--- src/rtl/mem_access_unit.sv ---
// mem_access_unit: MEM-stage data-memory access engine driving a req/ack bus.
// Ports: clk/reset, M_* pipeline inputs, bus_* data bus, M_stall/M_dmData/M_exc*/M_busErr.
module mem_access_unit #(
  parameter int unsigned BUS_TIMEOUT = 16
) (
  input  logic        clk,
  input  logic        reset,
  input  logic        M_valid,
  input  logic [3:0]  M_memOp,
  input  logic [31:0] M_addr,
  input  logic [31:0] M_rtData,
  input  logic        bus_ack,
  input  logic [31:0] bus_rdata,
  output logic        bus_req,
  output logic        bus_we,
  output logic [3:0]  bus_be,
  output logic [31:0] bus_addr,
  output logic [31:0] bus_wdata,
  output logic        M_stall,
  output logic [31:0] M_dmData,
  output logic        M_excAdEL,
  output logic        M_excAdES,
  output logic        M_busErr
);

  localparam logic [3:0] OP_LW  = 4'd1;
  localparam logic [3:0] OP_LH  = 4'd2;
  localparam logic [3:0] OP_LHU = 4'd3;
  localparam logic [3:0] OP_LB  = 4'd4;
  localparam logic [3:0] OP_LBU = 4'd5;
  localparam logic [3:0] OP_SW  = 4'd6;
  localparam logic [3:0] OP_SH  = 4'd7;
  localparam logic [3:0] OP_SB  = 4'd8;

  localparam logic [7:0] CNT_LAST = 8'(BUS_TIMEOUT - 1);

  typedef enum logic [1:0] {
    IDLE = 2'd0,
    REQ  = 2'd1,
    DONE = 2'd2
  } state_e;

  state_e      state_q, state_d;
  logic [7:0]  cnt_q, cnt_d;
  logic [3:0]  op_q, op_d;
  logic [1:0]  off_q, off_d;
  logic        req_q, req_d;
  logic        we_q, we_d;
  logic [3:0]  be_q, be_d;
  logic [31:0] addr_q, addr_d;
  logic [31:0] wdata_q, wdata_d;
  logic [31:0] dm_q, dm_d;
  logic        err_q, err_d;

  logic        is_ld;
  logic        is_st;
  logic        mis;
  logic [3:0]  be_new;
  logic [31:0] wd_new;
  logic        start;
  logic        ld_q;
  logic        timeout;
  logic [15:0] half;
  logic [7:0]  byte_s;
  logic [31:0] ext;

  always_comb begin
    is_ld  = 1'b0;
    is_st  = 1'b0;
    mis    = 1'b0;
    be_new = 4'hF;
    wd_new = M_rtData;
    unique case (M_memOp)
      OP_LW: begin
        is_ld = 1'b1;
        mis   = |M_addr[1:0];
      end
      OP_LH, OP_LHU: begin
        is_ld = 1'b1;
        mis   = M_addr[0];
      end
      OP_LB, OP_LBU: is_ld = 1'b1;
      OP_SW: begin
        is_st = 1'b1;
        mis   = |M_addr[1:0];
      end
      OP_SH: begin
        is_st  = 1'b1;
        mis    = M_addr[0];
        be_new = M_addr[1] ? 4'b1100 : 4'b0011;
        wd_new = {2{M_rtData[15:0]}};
      end
      OP_SB: begin
        is_st  = 1'b1;
        be_new = 4'b0001 << M_addr[1:0];
        wd_new = {4{M_rtData[7:0]}};
      end
      default: ;
    endcase
  end

  assign start     = M_valid & (is_ld | is_st) & ~mis & (state_q == IDLE);
  assign M_excAdEL = M_valid & is_ld & mis & (state_q == IDLE);
  assign M_excAdES = M_valid & is_st & mis & (state_q == IDLE);
  assign M_stall   = reset & (start | (state_q == REQ));

  assign ld_q    = (op_q >= OP_LW) && (op_q <= OP_LBU);
  assign timeout = (cnt_q == CNT_LAST);

  // Extension works from the op/offset latched at start, not live inputs.
  always_comb begin
    half   = off_q[1] ? bus_rdata[31:16] : bus_rdata[15:0];
    byte_s = 8'h00;
    unique case (off_q)
      2'd0: byte_s = bus_rdata[7:0];
      2'd1: byte_s = bus_rdata[15:8];
      2'd2: byte_s = bus_rdata[23:16];
      2'd3: byte_s = bus_rdata[31:24];
      default: ;
    endcase
    ext = bus_rdata;
    unique case (op_q)
      OP_LH:   ext = {{16{half[15]}}, half};
      OP_LHU:  ext = {16'h0000, half};
      OP_LB:   ext = {{24{byte_s[7]}}, byte_s};
      OP_LBU:  ext = {24'h000000, byte_s};
      default: ext = bus_rdata;
    endcase
  end

  always_ff @(posedge clk or negedge reset) begin
    if (!reset) state_q <= IDLE;
    else        state_q <= state_d;
  end

  always_comb begin
    state_d = state_q;
    unique case (state_q)
      IDLE:    if (start) state_d = REQ;
      REQ:     if (bus_ack || timeout) state_d = DONE;
      DONE:    state_d = IDLE;
      default: state_d = IDLE;
    endcase
  end

  always_comb begin
    cnt_d   = cnt_q;
    op_d    = op_q;
    off_d   = off_q;
    req_d   = req_q;
    we_d    = we_q;
    be_d    = be_q;
    addr_d  = addr_q;
    wdata_d = wdata_q;
    dm_d    = dm_q;
    err_d   = err_q;
    unique case (state_q)
      IDLE: begin
        if (start) begin
          req_d   = 1'b1;
          we_d    = is_st;
          be_d    = be_new;
          addr_d  = {M_addr[31:2], 2'b00};
          wdata_d = wd_new;
          cnt_d   = 8'd0;
          op_d    = M_memOp;
          off_d   = M_addr[1:0];
        end
      end
      REQ: begin
        cnt_d = cnt_q + 8'd1;
        // An ack on the timeout cycle still completes normally.
        if (bus_ack) begin
          req_d = 1'b0;
          dm_d  = ld_q ? ext : 32'h0;
          err_d = 1'b0;
        end else if (timeout) begin
          req_d = 1'b0;
          dm_d  = 32'h0;
          err_d = 1'b1;
        end
      end
      DONE: begin
        we_d = 1'b0;
        be_d = 4'h0;
      end
      default: ;
    endcase
  end

  always_ff @(posedge clk or negedge reset) begin
    if (!reset) begin
      cnt_q   <= 8'd0;
      op_q    <= 4'd0;
      off_q   <= 2'd0;
      req_q   <= 1'b0;
      we_q    <= 1'b0;
      be_q    <= 4'h0;
      addr_q  <= 32'h0;
      wdata_q <= 32'h0;
      dm_q    <= 32'h0;
      err_q   <= 1'b0;
    end else begin
      cnt_q   <= cnt_d;
      op_q    <= op_d;
      off_q   <= off_d;
      req_q   <= req_d;
      we_q    <= we_d;
      be_q    <= be_d;
      addr_q  <= addr_d;
      wdata_q <= wdata_d;
      dm_q    <= dm_d;
      err_q   <= err_d;
    end
  end

  assign bus_req   = req_q;
  assign bus_we    = we_q;
  assign bus_be    = be_q;
  assign bus_addr  = addr_q;
  assign bus_wdata = wdata_q;
  assign M_dmData  = dm_q;
  assign M_busErr  = err_q;

endmodule

--- config.mk ---
export PLATFORM = sky130hd
export DESIGN_NAME = mem_access_unit
export DESIGN_NICKNAME = d
export VERILOG_FILES = /design/src/rtl/mem_access_unit.sv
export SDC_FILE = /design/constraint.sdc
export NUM_CORES = 1
export LEC_CHECK = 0
export CORE_MARGIN = 8
export CORE_UTILIZATION = 40
export DETAILED_ROUTE_END_ITERATION = 8
export PLACE_DENSITY = 0.83
export SYNTH_ARGS = -nofsm -noshare
export SYNTH_HDL_FRONTEND = slang
export SYNTH_SLANG_ARGS = --single-unit
--- constraint.sdc ---
create_clock -name clk -period 5.9 [get_ports clk]
set_input_delay 1.18 -clock clk [delete_from_list [all_inputs] [get_ports clk]]
set_output_delay 1.18 -clock clk [all_outputs]
set_load 0.005 [all_outputs]
* Yosys cells after proc, flatten, opt, wreduce, memory -nomap -nowiden *
Cells that the tools add are included.
Widths: inputs -> output; s select.

storage, ports and cells
  word-level logic and storage cells = 94
  bits in registers = 117

cells by class
  reduce and logical (&&, ||, !) cells = 18
  add/subtract/negate cells = 1
  muxes and demuxes = 27
  shift-type cells = 1
  magnitude comparators = 2
  equal/unequal tests = 21
  bitwise logic cells = 13

operators by type and width
  operator             count
  $pmux 32 s4          1
  $mux 32              3
  $pmux 32 s2          1
  $pmux 8 s4           1
  $eq 4x3->1 const B   6
  $eq 4x2->1 const B   4
  $mux 16              1
  $pmux 4 s2           2
  $pmux 8 s2           1
  $and 1x1->1          10
  $reduce_and 2->1     5
  $add 8x1->8 const B  1
  $eq 8x4->1 const B   1
  $mux 1               8
  $mux 4               2
  $mux 8               1
  $eq 2x2->1 const B   3
  $pmux 1 s2           3
  $reduce_bool 2->1    3
  $reduce_or 3->1      2
  $reduce_or 5->1      1
  $eq 2x1->1 const B   2
  $eq 4x1->1 const B   1
  $eq 4x4->1 const B   1
  other kinds (15)     19

* Logic depth before layout (Yosys ltp) *
  word-level depth = 9
  depth in mapped cells = 8
  mapped depth without buffers = 6

* Worst setup path before layout *
OpenSTA, ideal clock, no wires.

  path type = input to output
  from = input port M_memOp[2]
  to = output port M_stall
  path slack = 2.306 ns
  path buffers = 2
  data arrival time = 2.414 ns
  stages on the path = 6
  cell sequence = buf_2 > maj3_1 > a21oi_1 > clkbuf_1 > o21ai_0 > and2_1

between the ends
  cells in the longest elaborated chain, start to end = 9
  elaborated cells between the ends (all ways) = 22
  classes of those cells = 8 x eq/ne; 3 x mux; 7 x bitwise; 4 x reduce/logical

ends and longest elaborated chain
  what                                                                        line  source
  from (decl)                                                                 9     input logic [3:0] M_memOp,
  $eq 4x2->1, or another cell as far along                                    73    unique case (M_memOp)
  $reduce_or 5->1 (no source line) / $reduce_or 3->1 (equally long branches)  --
  $mux 1                                                                      73
  $or 1x1->1                                                                  102   assign start = M_valid & (is_ld | is_st) & ~mis & (state_q == IDLE);
  $and 1x1->1                                                                 102
  $and 1x1->1 (*) (2 in a row)                                                102
  $or 1x1->1 (*)                                                              105   assign M_stall = reset & (start | (state_q == REQ));
  $and 1x1->1 (*)                                                             105
  to (decl)                                                                   19    output logic M_stall,

Mark *: on every way between the ends. The rest lies on a longest branch, timed or not.

* Worst setup path in the final report *
Ends and elaborated chain as after synthesis.

==> summary.txt <==
Die
  – Die Width: between 100 and 150 µm
  – Initial core utilization: between 40% and 50%
  – Die area: approximately 18000 µm²
  – Core box area: about 14000 µm²
  – # IOs: 210
  – Chip height: between 100 and 150 µm
  – Std cell rows: 43

Power
  – Leak pwr: approximately 3.6 nW
  – Maximum VDD drop: 0.0002394 V
  – P per Cell Area: between 400 and 500 nW/µm²

Critical path
  – Flop2flop setup slack: about 3300 ps
  – Crit path DAT: about 3600 ps
  – CP Max Fanout: 21
  – CP Launch Type: input pin
  – Worst setup EP type: output port
  – Crit path kind: input pin to output port
  – R2r worst-path depth: 4
  – Crit path required time: ~4700 ps
  – RR Startpoint: off_q[1]
  – RR Endpoint: M_dmData[24]
  – CP Launch Point: M_memOp[2]

Synthesis
  – Synth area leader: dfrtp_1
  – Main area contributors after synthesis: dfrtp_1 (52%), mux2_2 (12%), o21ai_0 (5.2%)
  – Syn. warnings: 0
  – Synth unique cells: 53
  – Yosys top cell area share: 52.19%
  – FFs w/ async S/R, synth: 100.0%
  – Cell Area, Synth: 5610 µm²
  – Flops & latches, synth: ~120
  – Syn avg cell area: approximately 11 µm²
  – Sequential area share after synthesis: between 50% and 60%
  – Cells after Synth: between 500 and 600
  – Number of flops mapped to enable cells by yosys: 0
  – Synth Flop Type: dfrtp_1

CTS
  – Clk_lat worst skew: 410 ps
  – Setup bufs post-CTS: 0
  – CTS Sinks: between 100 and 150
  – Clk root buf: clkbuf_16
  – Hold Buf Count CTS: 0
  – Max clock buf depth: 2
  – CTS tree: done
  – Clock-pin slew on the worst setup and hold paths: about 50 ps
  – Resize count post-CTS: 0
  – CTS Buf Count: 17
  – H-tree Lvls: 4

Timing
  – Slew HR: 22.20%
  – Slew @ Worst Pin: around 1200 ps
  – Final worst slack: between 1000 and 1500 ps
  – Fmax: around 210 MHz
  – Fin crit period: 4753 ps
  – RSZ-0062 raised after global routing: false
  – Max Transition Viols Final: 0
  – Setup TNS: 0 ps
  – Clock Skews: about 5.8 ps
  – Tcrit/Tclk final: 80.55%
  – Endpoints failing setup: 0
  – Final hold vios: 0

Global route
  – Largest net degree at the start of global routing: 81
  – Initial antenna violation count: 0
  – Grt ovf: 0
  – First-pass GRT wire length: 27380 µm
  – Global router's overall resource usage: 19.27%
  – Via count of the first global-routing pass: approximately 5200

Hold path
  – Hold Crit Start: M_dmData[13]
  – Path category of the worst min-delay check: flip-flop to flip-flop
  – WHS Endpoint: M_dmData[13]
  – Hold Crit Depth: 2

Detailed routing
  – Routed WL per cell: 19.45 µm
  – DRC viols: 0
  – DRT iter0 DRCs: roughly 360
  – Drt pass-1 iters: 4
  – DRT antenna net count: 0
  – Final wirelength: 17510 µm
  – Vias after detailed routing: between 4000 and 5000
  – Via/cell ratio: between 5 and 6

Layout
  – P&R area growth vs syn: 48.39%
  – Util after Layout: 60.45%
  – Nets: between 800 and 900
  – # fillers: approximately 1100
  – Antenna cells: 0
  – Share of layout cells above drive strength 1: 14.72%
  – Layout Cells excl Fill: 900

Placed design
  – Port bufs: between 200 and 250
  – Placement Setup Slack: between 1000 and 1500 ps
  – GPL Wtd Cong: a little under 0.9
  – Inst Count DP: 868
  – HPWL after DPL: roughly 13000 µm

Outcome
  – Status: finished clean

Flow run
  – Max-cap violations: 0
## cells by family after synthesis
family	after synthesis	share of synthesized area [%]
multiplexers	87	17.04
AND/OR/NAND/NOR	130	10.79
adder cells (fa/ha/maj)	2	0.4014
AO/OA/AOI/OAI	131	14.74
XOR/XNOR	2	0.3123
other	1	0.06684
flip-flops	117	52.19
buffers and inverters	46	4.460
## registers in the layout, summed over array words and instances (netlist names)
register,flops
M_dmData,32
bus_wdata,32
bus_addr,30
cnt_q,8
bus_be,4
op_q,4
off_q,2
state_q,2
M_busErr,1
bus_req,1
bus_we,1
## layout by cell type (no fill, tap or decap), types with 3 or more instances in the layout
master / count
a21oi_1: 18
a22o_1: 8
a22oi_1: 7
a31o_2: 3
a31oi_1: 3
and2_1: 4
and3_1: 4
buf_4: 5
clkbuf_16: 17
clkdlybuf4s50_1: 206
clkinv_4: 5
clkinvlp_4: 3
dfrtp_1: 117
inv_1: 6
mux2_2: 58
mux2i_1: 28
nand2_1: 57
nand2b_1: 8
nor2_1: 30
nor2b_1: 4
nor3_1: 5
nor3b_1: 4
o21ai_0: 58
o21ai_1: 3
o221ai_1: 14
## power by group
| part | switching (mW) | internal [mW] | leakage [nW] |
|---|---|---|---|
| sequential | 0.230 | 1.10 | 1.46 |
| combinational | 0.481 | 0.772 | 1.83 |
| clock | 0.380 | 0.648 | 0.286 |
| total | 1.09 | 2.52 | 3.57 |
## cell type report
cell class	instances	area, µm²	share of cell area (%)
flip-flops and latches	117	2928	35.17
multi-input cells	354	2449	29.41
repair buffers	211	2100	25.22
clock buffers	19	452.9	5.440
well taps	180	225.2	2.705
clock inverters	13	148.9	1.788
inverters	6	22.52	0.2705
## cells in the mapped netlist, drive strengths merged, types with 7 or more instances
library cell,n
nand2,57
o221ai,14
o21ai,61
nor2,31
a22oi,7
a22o,8
mux2i,28
dfrtp,117
clkbuf,21
a21oi,19
buf,19
nand2b,8
mux2,58
## per-layer routing
layer / GRT usage [%] / up-vias / share of wire (%)
met2: 30.23 / 263 / 47
met3: 9.873 / 31 / 12
met4: 7.923 / 0 / 2.1
li1: - / 2242 / -
met1: 21.71 / 2330 / 38
met5: 0 / - / 0
## worst max-delay path by stage
| stage | endpoint | slack [ps] |
|---|---|---|
| 3_5_place_dp | M_stall | 1170 |
| 2_1_floorplan | M_stall | 2310 |
| 4_1_cts | M_stall | 1160 |
| 6_report | M_stall | 1150 |
| 3_3_place_gp | M_stall | 1260 |
| 5_1_grt | M_stall | 960 |
## worst max-delay path, cell delays in order
cell,delay (ps)
clkdlybuf4s50_1,590
nor4b_1,410
a311o_2,160
a21oi_1,40
buf_4,200
o21ai_0,300
and2_1,180
clkdlybuf4s50_1,510
## per-stage QoR
stage | hold WS (ps) | power [mW] | cell area, µm²
floorplan | 462.8 | 1.787 | 5614
global placement | 462.1 | 2.551 | 7724
detailed placement | 467.9 | 2.600 | 7724
CTS | 483.0 | 3.650 | 8325
global route | 498.0 | 3.828 | 8325
finish | 474.0 | 3.614 | 8325
No activity file was read; power rests on OpenSTA's default activity.
